==> src/rtl/series_pkg.sv <==
// Shared types and default parameters for the exp(x) series evaluator.
package series_pkg;

    typedef enum logic [2:0] {
        S_IDLE,
        S_INIT,
        S_ACC,
        S_MUL_X,
        S_MUL_C,
        S_DONE
    } state_e;

    localparam int DEF_DATA_W  = 16;
    localparam int DEF_FRAC_W  = 8;
    localparam int DEF_N_TERMS = 8;

endpackage

==> src/rtl/series_coef_rom.sv <==
// Constant table C[k] = floor(2^FRAC_W / k), built at elaboration time.
module series_coef_rom
    import series_pkg::*;
#(
    parameter int FRAC_W  = DEF_FRAC_W,
    parameter int N_TERMS = DEF_N_TERMS
) (
    input  logic [$clog2(N_TERMS+1)-1:0] k,
    output logic [FRAC_W:0]              c
);

    localparam int KW = $clog2(N_TERMS + 1);
    localparam int DEPTH = 1 << KW;
    localparam int unsigned ONE = 1 << FRAC_W;

    logic [FRAC_W:0] rom [DEPTH];

    // Entries for k=0 and k>=N_TERMS are never used in a run; tie them to 0.
    for (genvar g = 0; g < DEPTH; g++) begin : g_rom
        localparam int unsigned CV =
            (g == 0 || g >= N_TERMS) ? 0 : ONE / ((g == 0) ? 1 : g);
        assign rom[g] = (FRAC_W + 1)'(CV);
    end

    assign c = rom[k];

endmodule

==> src/rtl/series_eval_seq.sv <==
// Sequential exp(x) evaluator: one shared multiplier, one term per three cycles.
module series_eval_seq
    import series_pkg::*;
#(
    parameter int DATA_W  = DEF_DATA_W,
    parameter int FRAC_W  = DEF_FRAC_W,
    parameter int N_TERMS = DEF_N_TERMS
) (
    input  logic                         clk,
    input  logic                         rst,
    input  logic                         start,
    input  logic [DATA_W-1:0]            x,
    input  logic [DATA_W-1:0]            thr,
    output logic [DATA_W-1:0]            ans,
    output logic                         busy,
    output logic                         done,
    output logic                         ovf,
    output logic [$clog2(N_TERMS+1)-1:0] terms_used
);

    localparam int KW = $clog2(N_TERMS + 1);
    localparam int PW = 2 * DATA_W;
    localparam logic [DATA_W-1:0] ONE  = DATA_W'(1) << FRAC_W;
    localparam logic [DATA_W-1:0] MAXV = '1;
    localparam logic [KW-1:0]     KMAX = KW'(N_TERMS);

    state_e            state_q, state_d;
    logic [DATA_W-1:0] x_q, x_d;
    logic [DATA_W-1:0] thr_q, thr_d;
    logic [DATA_W-1:0] term_q, term_d;
    logic [DATA_W-1:0] ans_q, ans_d;
    logic [KW-1:0]     k_q, k_d;
    logic              ovf_q, ovf_d;

    logic [FRAC_W:0]   coef;
    logic [DATA_W-1:0] mul_b;
    logic [PW-1:0]     prod;
    logic [PW-1:0]     prod_sh;
    logic [DATA_W:0]   sum;
    logic [KW-1:0]     k_inc;

    series_coef_rom #(
        .FRAC_W  (FRAC_W),
        .N_TERMS (N_TERMS)
    ) u_rom (
        .k (k_q),
        .c (coef)
    );

    // Single multiplier: x in MUL_X, C[k] otherwise.
    assign mul_b   = (state_q == S_MUL_X) ? x_q : DATA_W'(coef);
    assign prod    = PW'(term_q) * PW'(mul_b);
    assign prod_sh = prod >> FRAC_W;
    assign sum     = {1'b0, ans_q} + {1'b0, term_q};
    assign k_inc   = k_q + KW'(1);

    always_comb begin
        state_d = state_q;
        x_d     = x_q;
        thr_d   = thr_q;
        term_d  = term_q;
        ans_d   = ans_q;
        k_d     = k_q;
        ovf_d   = ovf_q;
        unique case (state_q)
            S_IDLE: begin
                if (start) begin
                    x_d     = x;
                    thr_d   = thr;
                    ovf_d   = 1'b0;
                    state_d = S_INIT;
                end
            end
            S_INIT: begin
                term_d  = ONE;
                ans_d   = '0;
                k_d     = '0;
                state_d = S_ACC;
            end
            S_ACC: begin
                if (term_q < thr_q) begin
                    state_d = S_DONE;
                end else begin
                    if (sum[DATA_W]) begin
                        ans_d = MAXV;
                        ovf_d = 1'b1;
                    end else begin
                        ans_d = sum[DATA_W-1:0];
                    end
                    k_d     = k_inc;
                    state_d = (k_inc == KMAX) ? S_DONE : S_MUL_X;
                end
            end
            S_MUL_X: begin
                if (|prod_sh[PW-1:DATA_W]) begin
                    term_d = MAXV;
                    ovf_d  = 1'b1;
                end else begin
                    term_d = prod_sh[DATA_W-1:0];
                end
                state_d = S_MUL_C;
            end
            S_MUL_C: begin
                term_d  = prod_sh[DATA_W-1:0];
                state_d = S_ACC;
            end
            S_DONE: begin
                state_d = S_IDLE;
            end
            default: begin
                state_d = S_IDLE;
            end
        endcase
    end

    always_ff @(posedge clk) begin
        if (rst) begin
            state_q <= S_IDLE;
            x_q     <= '0;
            thr_q   <= '0;
            term_q  <= '0;
            ans_q   <= '0;
            k_q     <= '0;
            ovf_q   <= 1'b0;
        end else begin
            state_q <= state_d;
            x_q     <= x_d;
            thr_q   <= thr_d;
            term_q  <= term_d;
            ans_q   <= ans_d;
            k_q     <= k_d;
            ovf_q   <= ovf_d;
        end
    end

    assign ans        = ans_q;
    assign busy       = (state_q != S_IDLE);
    assign done       = (state_q == S_DONE);
    assign ovf        = ovf_q;
    assign terms_used = k_q;

endmodule
==> config.mk <==
export PLATFORM = sky130hd
export DESIGN_NAME = series_eval_seq
export DESIGN_NICKNAME = d
export VERILOG_FILES = /design/src/rtl/series_pkg.sv /design/src/rtl/series_coef_rom.sv /design/src/rtl/series_eval_seq.sv
export SDC_FILE = /design/constraint.sdc
export NUM_CORES = 1
export LEC_CHECK = 0
export ABC_AREA = 0
export BUFFER_PORTS_ARGS = -buffer_cell sky130_fd_sc_hd__buf_2
export CAP_MARGIN = 20
export CORE_AREA = 2 2 206 208
export CTS_CLUSTER_SIZE = 12
export DETAILED_ROUTE_END_ITERATION = 16
export DIE_AREA = 0 0 208 210
export SKIP_CTS_REPAIR_TIMING = 1
export SLEW_MARGIN = 5
export SYNTH_ARGS = -nofsm -noshare
export SYNTH_HDL_FRONTEND = slang
export SYNTH_SLANG_ARGS = --single-unit
==> constraint.sdc <==
create_clock -name clk -period 16.75 [get_ports clk]
set_clock_uncertainty 0.1 [all_clocks]
set_input_delay 3.35 -clock clk [delete_from_list [all_inputs] [get_ports clk]]
set_output_delay 3.35 -clock clk [all_outputs]
set_load 0.1 [all_outputs]
==> metrics.txt <==
outcome completed; clk slew on worst S/H paths 70 ps; Mapped Cells 1579; worst setup margin 7887 ps; IO Pins 58; Post-route DRC 0; syn nets 1947; CTS buffer count 9; CP required 16820 ps; GP Congestion 0.9084; initial antenna violation count 0; worst reg2reg path startpoint state_q[1]; DR vias 10711; Slew Viols, Final 0; synth cell count leaders inv_1 (278), nand2_1 (255), fa_1 (194), ha_1 (139), a21oi_1 (89); Hold Violations, Final 0; final wirelength 35630 um; number of global-route vias before repair 11316; Rel. slew slack 24.95%; total congestion overflow 0; PD cells 33.35 nW/um2; max cap viols 0; Synth-to-Final Area Change 8.343%; Routed Antenna Nets 0; Worst Setup Start Kind register; # port buffers 57; switching power as a share of total power 33.52%; Tightest Pin Transition 1124 ps; Arrival @ worst endpoint 8940 ps; pre-CTS setup slack 7657 ps; fin util 34.20%; Setup TNS 0 ps; Max clock buf depth 2; Async SR Flop Fraction 0%; # clock sinks 72; CTS tree done; RSZ-0062 raised after global routing false; HP Class register to register; DRT Pass-1 Iters 5; dpl hpwl 27710 um; initial core utilization 31.57%; Comb power frac 18.6%; Die Area 43680 um2; synthesized area per cell 8.292 um2; Final min period 8863 ps; Crit Path Max Fanout 85; Placed Area 13830 um2; Post-synth EDFFs 0; Final setup viols 0; Synth warnings 0; first-pass GRT wire length 59080 um; DR vias/cell 5.010; fillcell total 4381; clock latency on the worst-skew pair 340 ps; Worst Setup End Kind register; Fmax 112.8 MHz; hold_sp thr_q[6]; Placeable Area 41480 um2; crit path launch state_q[1]; NetSw 158.6 uW; layout cells sized above 1 8.943%; Final period util 52.91%; leakage power 0.007250 uW; flops & latches, synth 72; fin nets 1962; top post-synthesis cells by area fa_1 (30%), ha_1 (13%), dfxtp_1 (11%), inv_1 (8.0%), nand2_1 (7.3%); die height 210 um; mapped cell area 13090 um2; final instance area 14180 um2; CTS H-Tree Depth 3; Die X 208 um; register area 1441 um2; Synth cell types 75; largest net degree at the start of global routing 86; WS Path Type register to register; maximum VDD drop 52.39 uV; sequential area share after synthesis 11.01%; WL per Instance 16.66 um; Min Hold Slack 354.0 ps; initial drt markers 648; global router's overall resource usage 16.70%; largest area contributor in the netlist fa_1; cell with the most instances after synthesis inv_1; Top FF cell, synth dfxtp_1; Clock Root Buffer clkbuf_16; Rows 75; sequential group share of total power 41.4%; Int Pwr 314.5 uW; Clk network pwr share 40.0%; top-area cell type share of the netlist area 29.66%; ANT cells 0; area of the multi-input gates 10220 um2
## state kept, by name, summed over array words and instances (netlist names)
register / flops
terms_used: 4
state_q: 3
term_q: 16
ovf: 1
thr_q: 16
x_q: 16
ans: 16
## worst max-delay path, cell delays in order, from the launching register on
cell      delay (ps)
dfxtp_1          560
and3b_2          450
buf_4            600
and2_1           560
nand2_1          150
fa_1             510
inv_1             60
fa_1             480
fa_1             570
fa_1             420
fa_1             490
inv_1             50
fa_1             470
inv_1             50
ha_1             410
a21oi_2          200
o211ai_2         100
a221oi_2         310
a31oi_1          170
or4_4            510
a221oi_2         260
nand4_2          170
o31ai_4          800
a311oi_1         190
## placed cells by master (no fill, tap or decap), types with 20 or more instances in the layout
cell type,n
xnor2_1,20
nand2_1,255
fa_1,194
ha_1,139
o21ai_0,42
a21oi_1,88
inv_1,278
a21o_1,22
nor2_1,42
dfxtp_1,72
and3_1,78
buf_4,23
nand3_1,24
buf_2,57
and2_1,62
## cell families (layout without fill, tap and decap cells)
group	after synthesis	count (layout)	synth area share, %
AO/OA/AOI/OAI	243	243	12.49
XOR/XNOR	29	29	1.940
adder cells (fa/ha/maj)	333	333	42.95
buffers and inverters	356	376	11.02
flip-flops	72	72	11.01
multiplexers	3	3	0.2580
AND/OR/NAND/NOR	543	543	20.34
## cell type report
class / instances / area share (%)
multi-input combinational: 1151 / 72.07
sequential: 72 / 10.16
inverter: 278 / 7.356
tap: 539 / 4.754
timing repair buffer: 82 / 3.616
clock buffer: 10 / 1.685
clock inverter: 6 / 0.3528
## final timing paths
check | end | slack (ps) | cells after the start
setup reg to reg | term_q[5] | 7890 | 23
hold reg to reg | thr_q[6] | 350 | 2
setup / recovery | term_q[5] | 7890 | 23
hold / removal | thr_q[6] | 350 | 2
## power groups by stage
stage	Sequential, uW	Combinational, uW	Clock, uW
after floorplan	193	57.8	0
after global placement	199	84.1	0
after detailed placement	199	86.0	0
after CTS	196	86.4	192
after global routing	197	97.5	199
final	196	88.0	189
## per-layer routing
layer	share of wire, %	vias to the layer above	wire (um)	global-route usage [%]
li1	-	5086	-	-
met1	45	5316	15960	22.33
met2	48	261	17180	28.57
met3	3.6	48	1287	1.237
met4	3.4	0	1203	5.845
met5	0	-	0	0
## through the flow
stage	power (uW)	cells
2_1_floorplan	250.8	1579
3_3_place_gp	283.0	2119
3_5_place_dp	285.3	2119
4_1_cts	474.1	2135
5_1_grt	492.9	2138
6_report	473.1	2138
(Power assumes the default switching activity.)
